==> src/rtl/sevenseg_scan_ctrl.sv <==
// Scan controller for an N-digit multiplexed seven-segment display. It walks the digits
// with a dark gap before each one, and new values are committed only on frame boundaries.
module sevenseg_scan_ctrl #(
    parameter int NUM_DIGITS   = 4,
    parameter int DWELL_CYCLES = 1000,
    parameter int BLANK_CYCLES = 16
) (
    input  logic                    clk_i,
    input  logic                    reset_i,
    input  logic                    enable_i,
    input  logic                    lz_en_i,
    input  logic                    load_i,
    input  logic [4*NUM_DIGITS-1:0] value_in_i,
    output logic [3:0]              digit_nibble_o,
    output logic [NUM_DIGITS-1:0]   digit_en_o,
    output logic                    frame_done_o,
    output logic                    load_pending_o
);

    localparam int VAL_W   = 4 * NUM_DIGITS;
    localparam int MAX_CYC = (DWELL_CYCLES > BLANK_CYCLES) ? DWELL_CYCLES : BLANK_CYCLES;
    localparam int CNT_W   = (MAX_CYC > 1) ? $clog2(MAX_CYC) : 1;
    localparam int IDX_W   = (NUM_DIGITS > 1) ? $clog2(NUM_DIGITS) : 1;

    localparam logic [CNT_W-1:0] BLANK_LAST = CNT_W'(BLANK_CYCLES - 1);
    localparam logic [CNT_W-1:0] DWELL_LAST = CNT_W'(DWELL_CYCLES - 1);
    localparam logic [IDX_W-1:0] IDX_LAST   = IDX_W'(NUM_DIGITS - 1);

    typedef enum logic [1:0] {ST_IDLE, ST_BLANK, ST_SHOW} state_e;

    state_e            state_q, state_d;
    logic [IDX_W-1:0]  idx_q, idx_d;
    logic [CNT_W-1:0]  cnt_q, cnt_d;
    logic [VAL_W-1:0]  shown_q, shown_d;
    logic [VAL_W-1:0]  pending_q, pending_d;
    logic              lp_q, lp_d;

    logic              boundary;
    logic [VAL_W-1:0]  upper;
    logic              suppress;
    logic [NUM_DIGITS-1:0] onehot;

    // upper holds the current digit and everything above it; empty means a leading zero
    always_comb begin
        upper    = shown_q >> {idx_q, 2'b00};
        boundary = (state_q == ST_SHOW) && (idx_q == IDX_LAST) && (cnt_q == DWELL_LAST);
        suppress = lz_en_i && (idx_q != '0) && (upper == '0);
        onehot   = '0;
        onehot[idx_q] = 1'b1;
    end

    always_comb begin
        state_d   = state_q;
        idx_d     = idx_q;
        cnt_d     = cnt_q;
        shown_d   = shown_q;
        pending_d = pending_q;
        lp_d      = lp_q;

        case (state_q)
            ST_IDLE: begin
                if (load_i) begin
                    shown_d = value_in_i;
                    lp_d    = 1'b0;
                end
                if (enable_i) begin
                    state_d = ST_BLANK;
                    idx_d   = '0;
                    cnt_d   = '0;
                end
            end
            ST_BLANK: begin
                if (cnt_q == BLANK_LAST) begin
                    state_d = ST_SHOW;
                    cnt_d   = '0;
                end else begin
                    cnt_d = cnt_q + 1'b1;
                end
            end
            ST_SHOW: begin
                if (cnt_q == DWELL_LAST) begin
                    state_d = ST_BLANK;
                    cnt_d   = '0;
                    idx_d   = (idx_q == IDX_LAST) ? '0 : idx_q + 1'b1;
                end else begin
                    cnt_d = cnt_q + 1'b1;
                end
            end
            default: state_d = ST_IDLE;
        endcase

        // A load landing on the boundary edge goes straight to shown and beats pending
        if (state_q != ST_IDLE) begin
            if (boundary && enable_i) begin
                if (load_i) begin
                    shown_d = value_in_i;
                    lp_d    = 1'b0;
                end else if (lp_q) begin
                    shown_d = pending_q;
                    lp_d    = 1'b0;
                end
            end else if (load_i) begin
                pending_d = value_in_i;
                lp_d      = 1'b1;
            end
            if (!enable_i) begin
                state_d = ST_IDLE;
                idx_d   = '0;
                cnt_d   = '0;
            end
        end
    end

    always_ff @(posedge clk_i) begin
        if (reset_i) begin
            state_q   <= ST_IDLE;
            idx_q     <= '0;
            cnt_q     <= '0;
            shown_q   <= '0;
            pending_q <= '0;
            lp_q      <= 1'b0;
        end else begin
            state_q   <= state_d;
            idx_q     <= idx_d;
            cnt_q     <= cnt_d;
            shown_q   <= shown_d;
            pending_q <= pending_d;
            lp_q      <= lp_d;
        end
    end

    assign digit_nibble_o = (state_q == ST_IDLE) ? 4'h0 : upper[3:0];
    assign digit_en_o     = (state_q == ST_SHOW && !suppress) ? onehot : '0;
    assign frame_done_o   = boundary;
    assign load_pending_o = lp_q;

endmodule
==> config.mk <==
export PLATFORM = sky130hd
export DESIGN_NAME = sevenseg_scan_ctrl
export DESIGN_NICKNAME = d
export VERILOG_FILES = /design/src/rtl/sevenseg_scan_ctrl.sv
export SDC_FILE = /design/constraint.sdc
export NUM_CORES = 1
export LEC_CHECK = 0
export BUFFER_PORTS_ARGS = -buffer_cell sky130_fd_sc_hd__buf_2
export CAP_MARGIN = 40
export CORE_MARGIN = 3
export CORE_UTILIZATION = 53
export CTS_BUF_LIST = sky130_fd_sc_hd__clkbuf_16
export CTS_CLUSTER_SIZE = 14
export DETAILED_ROUTE_END_ITERATION = 7
export GPL_TIMING_DRIVEN = 0
export PLACE_DENSITY = 0.77
export SLEW_MARGIN = 20
export SYNTH_ARGS = -nofsm -noshare
export SYNTH_HDL_FRONTEND = slang
export SYNTH_SLANG_ARGS = --single-unit
==> constraint.sdc <==
create_clock -name clk_i -period 2.15 [get_ports clk_i]
set_clock_uncertainty 0.2 [all_clocks]
set_input_delay 0.1075 -clock clk_i [delete_from_list [all_inputs] [get_ports clk_i]]
set_output_delay 0.1075 -clock clk_i [all_outputs]
set_load 0.02 [all_outputs]
==> impl_metrics.json, run 1 <==
{
  "routabilityCongestion": 0.844,
  "most-common-layout-cells": "nand2_1 (45), dfxtp_1 (40), buf_2 (33), o21ai_0 (33), a21oi_1 (29)",
  "ys_top_cells_by_area": "dfxtp_1 (34%), mux2_2 (6.5%), o21ai_0 (6.3%)",
  "hold_class": "in2reg",
  "routed_wl_um": 7430,
  "power_density_nw_per_um2": 552,
  "hold_depth": 4,
  "dp_slack_ns": -0.389,
  "wl_per_cell_um": 16.0,
  "synth_edf_count": 0,
  "ctsHtreeMaxLevel": 2,
  "insertion_delay_ns": 0.28,
  "coreArea_um2": 4880,
  "fin_tns_setup_ns": -0.0569,
  "io_pins": 31,
  "hold_path_end": "load_pending_o",
  "numCtsBuffers": 5,
  "antenna_found_initial": 0,
  "power_mw": 1.92,
  "syn_area_um2": 2770,
  "synth.avg_cell_area_um2": 8.16,
  "cts_sinks": 47,
  "dpl.cell_count": 435,
  "diodes": 0,
  "start_util_pct": 56.7,
  "cp.required_ns": 2.11,
  "grt_pass1_wl_um": 12200,
  "ir_drop_mv": 0.376,
  "yosysWarnings": 0,
  "post_drt_via_cell_ratio": 5.97,
  "layout_min_cycle_time_ns": 2.18,
  "grt_max_degree": 13,
  "crit_fanout": 10,
  "yosysSeqAreaShare_pct": 34.0,
  "dr_total_vias": 2769,
  "setup_violations": 3,
  "setup.worst_path.start_class": "flop",
  "drc": 0,
  "setup_ws_ns": -0.0300,
  "synth_cells": 339,
  "overflow": 0,
  "worstReg2RegEnd": "cnt_q[3]",
  "rrSetupSlack_ns": -0.03,
  "relSlewSlack_pct": 62.5,
  "die_h_um": 78.2,
  "synth_top_area_share_pct": 34.0,
  "grt_use_total_pct": 24.6,
  "cts_tree": "yes",
  "yosysTopAreaCell": "dfxtp_1",
  "post-dp-hpwl_um": 4840,
  "dieArea_um2": 6120,
  "cts_root_buffer": "clkbuf_16",
  "ys_ff_latch": 47,
  "endpoint_kind": "flop",
  "synth_nets": 365,
  "startpoint": "cnt_q[4]",
  "finish.utilization_pct": 71.3,
  "hold_violations": 0,
  "clkSlewWorstSetupHoldPaths_ns": 0.06,
  "reg2regPathDepth": 6,
  "syn2layout_area_growth_pct": 25.7,
  "cts_max_path_buffers": 2,
  "outcome": "finished, violations left",
  "final_antenna_net_count": 0,
  "port_buffers": 28,
  "max_clock_freq_ghz": 0.459,
  "fin_nets": 424,
  "die_x_um": 78.2,
  "finalCritPeriodShare_pct": 101,
  "yosys.cell_types.count": 45,
  "hp-start": "load_i",
  "rr_startpoint": "cnt_q[4]",
  "synthArstFlopShare_pct": 0,
  "maxCapViolations": 0,
  "worstMarginPinSlew_ns": 0.562,
  "violations": "setup timing",
  "drv_slew": 0,
  "ys.flop_type": "dfxtp_1",
  "critical_path_class": "reg2reg",
  "first_global_vias": 2550,
  "drtPass1Iterations": 7,
  "fin_cells": 464,
  "p_leak_nw": 1.40,
  "crit_arrival_ns": 2.14,
  "num_rows": 25,
  "final_common_cell": "nand2_1",
  "drt_iter0_markers": 292,
  "rsz0062_at_grt": "yes",
  "drive_above_1_share_pct": 25.2
}
==> worst max path at each step <==
stage / endpoint / slack, ns
after global routing: digit_en_o[1] / -0.1
after detailed placement: shown_q[6] / -0.39
after floorplan: pending_q[0] / 0.004
after global placement: digit_en_o[2] / -0.50
final: cnt_q[3] / -0.03
after CTS: digit_en_o[1] / 0.008
==> critical path: stages, from the launching register on <==
cell and delay (ns):
dfxtp_1 0.30, buf_4 0.17, or4_4 0.54, o311a_1 0.31, buf_4 0.18, o22ai_1 0.22, a21oi_1 0.13
==> cells in the mapped netlist (2+ instances only) <==
| library cell | number |
|---|---|
| o21bai_1 | 2 |
| o21ai_0 | 35 |
| nand2b_1 | 3 |
| nor2_1 | 23 |
| ha_1 | 5 |
| mux2_2 | 16 |
| nor3_1 | 5 |
| and2_1 | 4 |
| nand3_1 | 22 |
| inv_1 | 4 |
| a21o_1 | 2 |
| or3_1 | 2 |
| o22ai_1 | 8 |
| buf_2 | 5 |
| nor3b_1 | 3 |
| nor2b_1 | 7 |
| a21oi_1 | 29 |
| nand2_1 | 45 |
| o31a_1 | 3 |
| clkbuf_1 | 19 |
| dfxtp_1 | 47 |
| nor4_1 | 5 |
| o21a_1 | 3 |
| nand3b_1 | 2 |
| mux2i_1 | 16 |
| mux4_2 | 4 |
| buf_6 | 2 |
==> state kept, by name, summed over array words and instances (netlist names) <==
register and count:
state_q 2, pending_q 16, cnt_q 10, idx_q 2, load_pending_o 1, shown_q 16
==> power breakdown <==
| part | switching, mW | total, mW | internal [mW] |
|---|---|---|---|
| sequential | 0.0291 | 0.933 | 0.904 |
| combinational | 0.133 | 0.267 | 0.133 |
| clock | 0.305 | 0.718 | 0.414 |
==> cell type report <==
| type | count | area [um2] |
|---|---|---|
| multi-input cells | 261 | 1780 |
| fillers | 377 | 1400 |
| flip-flops and latches | 47 | 950 |
| repair buffers | 53 | 374 |
| plain buffers | 26 | 144 |
| clock buffers | 5 | 125 |
| well taps | 67 | 83.8 |
| inverters | 4 | 15.0 |
| clock inverters | 1 | 3.75 |
==> metal layers <==
metal  wire, um  track usage, %
met2       3420            39.0
met5          0               0
met4        158            8.39
met3        486            3.67
met1       3370            34.3
==> through the flow <==
step | area (um2) | hold WS, ns
after floorplan | 2770 | 0.0514
after global placement | 2990 | 0.169
after detailed placement | 2990 | 0.176
after CTS | 3400 | 0.0636
after global routing | 3480 | 0.0998
final | 3480 | 0.0763
==> logic make-up after synthesis <==
group	count (synthesis)	synth area share, %
AOI/OAI and AO/OA	89	18.9
adders and majority gates	5	2.26
buffers and inverters	31	4.98
DFF	47	34.0
muxes	36	15.6
and+or+nand+nor	131	24.3
==> timing repair <==
action | 4_1_cts | 5_1_grt
gates resized for setup | 24 | 26
endpoints found under the hold margin | 19 | 0
endpoints found under the setup margin | 52 | 41
pin swaps | 8 | 2
buffers inserted | 4 | 1
hold buffers | 18 | 0
gates cloned | 0 | 1
Power figures use the tool's default switching activity.
==> inputs of run 2 (changes only) <==
==> constraint.sdc (replaced) <==
create_clock -name clk_i -period 2.15 [get_ports clk_i]
set_clock_uncertainty 0.2 [all_clocks]
set_input_delay 0.645 -clock clk_i [delete_from_list [all_inputs] [get_ports clk_i]]
set_output_delay 0.645 -clock clk_i [all_outputs]
set_load 0.02 [all_outputs]
==> impl_metrics.json, run 2 (same netlist as run 1, synthesis figures left out) <==
{
  "outcome": "finished, violations left",
  "violations": "setup timing",
  "ir_drop_mv": 0.331,
  "coreArea_um2": 4880,
  "hold_depth": 2,
  "hold_violations": 0,
  "clkSlewWorstSetupHoldPaths_ns": 0.06,
  "setup_violations": 9,
  "first_global_vias": 2513,
  "dieArea_um2": 6120,
  "worstMarginPinSlew_ns": 0.537,
  "max_clock_freq_ghz": 0.367,
  "p_leak_nw": 1.38,
  "whs_ns": 0.299,
  "grt_pass1_wl_um": 12200,
  "routed_wl_um": 7690,
  "die_h_um": 78.2,
  "port_buffers": 28,
  "grt-busiest-layer": "met2",
  "reg2regPathDepth": 7,
  "rsz0062_at_grt": "yes",
  "crit_arrival_ns": 1.88,
  "finalCritPeriodShare_pct": 127,
  "most-common-layout-cells": "nand2_1 (45), dfxtp_1 (36), a21oi_1 (29)",
  "power_density_nw_per_um2": 553,
  "layout_min_cycle_time_ns": 2.72,
  "setup_ws_ns": -0.572,
  "num_rows": 25,
  "start_util_pct": 56.7,
  "fin_nets": 417,
  "met3_usage_pct": 4.13,
  "design_area_um2": 3510,
  "drtPass1Iterations": 5,
  "antenna_found_initial": 0,
  "post_drt_via_cell_ratio": 6.06,
  "drive_above_1_share_pct": 31.9,
  "critical_path_class": "reg2out",
  "drt_iter0_markers": 306,
  "overflow": 0,
  "crit_fanout": 3,
  "diodes": 0,
  "cts_tree": "yes",
  "syn2layout_area_growth_pct": 26.9,
  "drc": 0,
  "fin_tns_setup_ns": -3.23,
  "relSlewSlack_pct": 64.2,
  "reg_top3": "pending_q x16, shown_q x16, cnt_q x10",
  "endpoint_kind": "output port",
  "cp.required_ns": 1.30,
  "grt_use_total_pct": 24.5,
  "numCtsBuffers": 5,
  "met1_usage_pct": 35.1,
  "io_pins": 31,
  "hold_class": "reg2reg",
  "routabilityCongestion": 0.911,
  "cts_sinks": 47,
  "setup.worst_path.start_class": "flop",
  "ctsHtreeMaxLevel": 2,
  "post-dp-hpwl_um": 5060,
  "final_antenna_net_count": 0,
  "use_met2_pct": 37.5,
  "drv_slew": 0,
  "insertion_delay_ns": 0.29,
  "cts_root_buffer": "clkbuf_16",
  "grt_max_degree": 14,
  "place_area_um2": 3040,
  "maxCapViolations": 0,
  "wl_per_cell_um": 16.8,
  "fillers": 387,
  "die_x_um": 78.2,
  "cts_max_path_buffers": 2,
  "dr_total_vias": 2781,
  "final_common_cell": "nand2_1"
}
[run 2: cell types whose count changed in the layout (fill, tap and decap cells not counted), moves of 4 or more]
cell	change
o21ai_0	-5
dlygate4sd3_1	-18
o21ai_1	+5
buf_4	+14
nor2b_1	-5
dfxtp_1	-4
buf_2	-9
nor2b_4	+4
buf_6	+5
[run 2: where the power goes]
| group | total (mW) | switching, mW | internal (mW) |
|---|---|---|---|
| registers | 0.930 | 0.0284 | 0.902 |
| logic | 0.259 | 0.137 | 0.122 |
| clock network | 0.751 | 0.330 | 0.421 |
| total | 1.94 | 0.496 | 1.44 |
[run 2: path summary, 6_finish.rpt]
check,start,endpoint,slack [ns]
worst min-delay path,pending_q[5],pending_q[5],0.30
worst max register to register,cnt_q[1],idx_q[0],0.02
worst min register to register,pending_q[5],pending_q[5],0.30
worst max-delay path,shown_q[11],digit_en_o[1],-0.57
[run 2: critical path, cell delays in order, from the launching register on]
cell and delay, ns:
dfxtp_2 0.34, nor4_4 0.31, o211ai_1 0.21, a2111oi_4 0.33, buf_4 0.19, nor3b_2 0.05, buf_4 0.16
[run 2: per-layer routing]
metal,part of all wire [%],vias up
li1,-,1328
met5,0,-
met1,43,1313
met4,1.3,0
met2,47,128
met3,8.1,12
[run 2: layout make-up]
class | instances | area [um2] | area share [%]
timing repair buffer | 48 | 337 | 9.59
buffer | 24 | 141 | 4.03
clock inverter | 3 | 12.5 | 0.357
inverter | 4 | 15.0 | 0.428
sequential | 47 | 960 | 27.3
tap | 67 | 83.8 | 2.39
clock buffer | 5 | 125 | 3.57
multi-input combinational | 261 | 1840 | 52.3
[run 2: what timing repair did]
action	4_1_cts	5_1_grt
pin swaps	11	4
hold buffers	0	0
setup endpoints to repair	55	21
gates resized for setup	34	37
gates cloned	0	1
setup buffers	12	7
[run 2: metrics by stage]
step	setup slack (ns)	std cells	total power [mW]	util [%]
after detailed placement	-0.529	434	1.17	62.3
final	-0.572	459	1.94	71.9
after CTS	-0.547	451	1.91	68.9
after global placement	-0.493	434	1.16	62.3
after global routing	-0.689	459	2.01	71.9
after floorplan	-0.226	339	1.10	-
==> inputs of run 3 (changes only) <==
==> constraint.sdc (replaced) <==
create_clock -name clk_i -period 2.15 [get_ports clk_i]
set_clock_uncertainty 0.2 [all_clocks]
set_input_delay 0 -clock clk_i [delete_from_list [all_inputs] [get_ports clk_i]]
set_output_delay 0 -clock clk_i [all_outputs]
set_load 0.02 [all_outputs]
==> impl_metrics.json, run 3 (same netlist as run 1, synthesis figures left out) <==
{
  "routabilityCongestion": 0.844,
  "p_leak_nw": 1.40,
  "crit_fanout": 10,
  "finish.utilization_pct": 71.3,
  "place_area_um2": 2990,
  "critical_path_class": "reg2reg",
  "num_rows": 25,
  "max_clock_freq_ghz": 0.461,
  "combPwrFrac_pct": 14.0,
  "syn2layout_area_growth_pct": 25.8,
  "cp_slowest_cell": "or4_4",
  "crit_family": "compound AO/OA/AOI/OAI gates",
  "hold_violations": 0,
  "dr_total_vias": 2790,
  "insertion_delay_ns": 0.28,
  "die_h_um": 78.2,
  "worstReg2RegEnd": "cnt_q[3]",
  "power_density_nw_per_um2": 552,
  "wl_per_cell_um": 16.2,
  "cts_tree": "yes",
  "most-common-layout-cells": "nand2_1 (45), dfxtp_1 (43), o21ai_0 (33)",
  "clockPowerShare_pct": 37.5,
  "finalCritPeriodShare_pct": 101,
  "p_switching_mw": 0.470,
  "antenna_found_initial": 0,
  "drtPass1Iterations": 5,
  "setup_ws_ns": -0.0203,
  "routed_wl_um": 7520,
  "drt_iter0_markers": 247,
  "start_util_pct": 56.7,
  "violations": "setup timing",
  "outcome": "finished, violations left",
  "whs_ns": 0.295,
  "layout_min_cycle_time_ns": 2.17,
  "grt_pass1_wl_um": 12300,
  "reg_top3": "pending_q x16, shown_q x16, cnt_q x10",
  "design_area_um2": 3480,
  "cp.required_ns": 2.11,
  "startpoint": "cnt_q[4]",
  "io_pins": 31,
  "port_buffers": 28,
  "clkSlewWorstSetupHoldPaths_ns": 0.06,
  "cts_max_path_buffers": 2,
  "cp_cell_sequence": "buf_4 -> or4_4 -> o311a_1 -> buf_4 -> o22ai_1 -> a21oi_1",
  "first_global_vias": 2568,
  "grt_use_total_pct": 24.8,
  "rrSetupSlack_ns": -0.02,
  "overflow": 0,
  "dieArea_um2": 6120,
  "reg2regPathDepth": 6,
  "rr_startpoint": "cnt_q[4]",
  "setup_violations": 1,
  "drv_slew": 0,
  "fin_nets": 425,
  "worstSetupEndpoint": "cnt_q[3]",
  "drive_above_1_share_pct": 24.1,
  "hold_class": "reg2reg",
  "setup.worst_path.start_class": "flop",
  "final_antenna_net_count": 0,
  "cts_root_buffer": "clkbuf_16",
  "cpMostUsedCell": "buf_4",
  "grt_max_degree": 13,
  "endpoint_kind": "flop",
  "coreArea_um2": 4880,
  "max_stage_delay_ns": 0.54,
  "critPathBufInv": 2,
  "post_drt_via_cell_ratio": 6.00,
  "cts_sinks": 47,
  "fin_tns_setup_ns": -0.0203,
  "die_x_um": 78.2,
  "crit_arrival_ns": 2.13,
  "switching_share_pct": 24.5,
  "p_int_mw": 1.45,
  "relSlewSlack_pct": 65.4,
  "ctsHtreeMaxLevel": 2,
  "worstMarginPinSlew_ns": 0.519,
  "final_common_cell": "nand2_1",
  "crit_cells": 6,
  "maxCapViolations": 0,
  "seqPwrFrac_pct": 48.5,
  "post-dp-hpwl_um": 4840,
  "ir_drop_mv": 0.376,
  "drc": 0,
  "numCtsBuffers": 5,
  "diodes": 0
}
==> run 3: per-layer routing <==
layer	wire length (um)	share of wire [%]	vias up	track usage, %
li1	-	-	1338	-
met3	460	6.1	12	3.67
met5	0	0	-	0
met2	3510	47	115	39.2
met4	108	1.4	0	8.74
met1	3440	46	1325	34.5
==> run 3: worst min-delay path by stage <==
stage	start	end	cells past startpoint
after floorplan	value_in_i[0]	pending_q[0]	2
after global routing	pending_q[14]	pending_q[14]	2
after CTS	pending_q[11]	pending_q[11]	2
final	pending_q[8]	pending_q[8]	2
after detailed placement	value_in_i[5]	pending_q[5]	3
after global placement	value_in_i[0]	pending_q[0]	3
==> run 3: layout make-up <==
type | count | area (um2)
multi-input combinational | 261 | 1770
fill | 379 | 1400
sequential | 47 | 948
timing repair buffer | 54 | 384
buffer | 26 | 144
clock buffer | 5 | 125
tap | 67 | 83.8
inverter | 4 | 15.0
clock inverter | 1 | 3.75
==> run 3: worst min-delay path, delay by kind of cell (launching register included) <==
kind / cells / cell delay, ns
mux: 1 / 0.07
flops: 1 / 0.32
simple gates: 1 / 0.07
==> run 3: power by group through the flow <==
stage	Clock, mW	Combinational, mW	Sequential, mW
after floorplan	0	0.153	0.938
after global placement	0	0.211	0.943
after detailed placement	0	0.216	0.945
after CTS	0.730	0.253	0.927
after global routing	0.758	0.295	0.935
final	0.720	0.268	0.931
==> run 3: metrics by stage <==
stage	std cells	power, mW	setup WS (ns)
floorplan	339	1.09	0.00446
global placement	434	1.15	-0.390
detailed placement	435	1.16	-0.389
CTS	463	1.91	-0.00609
global route	465	1.99	-0.0432
finish	465	1.92	-0.0203
==> run 3: what timing repair did <==
item                                    in CTS  in global routing
buffers inserted                             4                  1
endpoints found under the setup margin      49                 42
pin swaps                                    4                  3
gates cloned                                 0                  1
hold buffers                                19                  0
endpoints found under the hold margin       37                  0
resized for setup                           16                 30
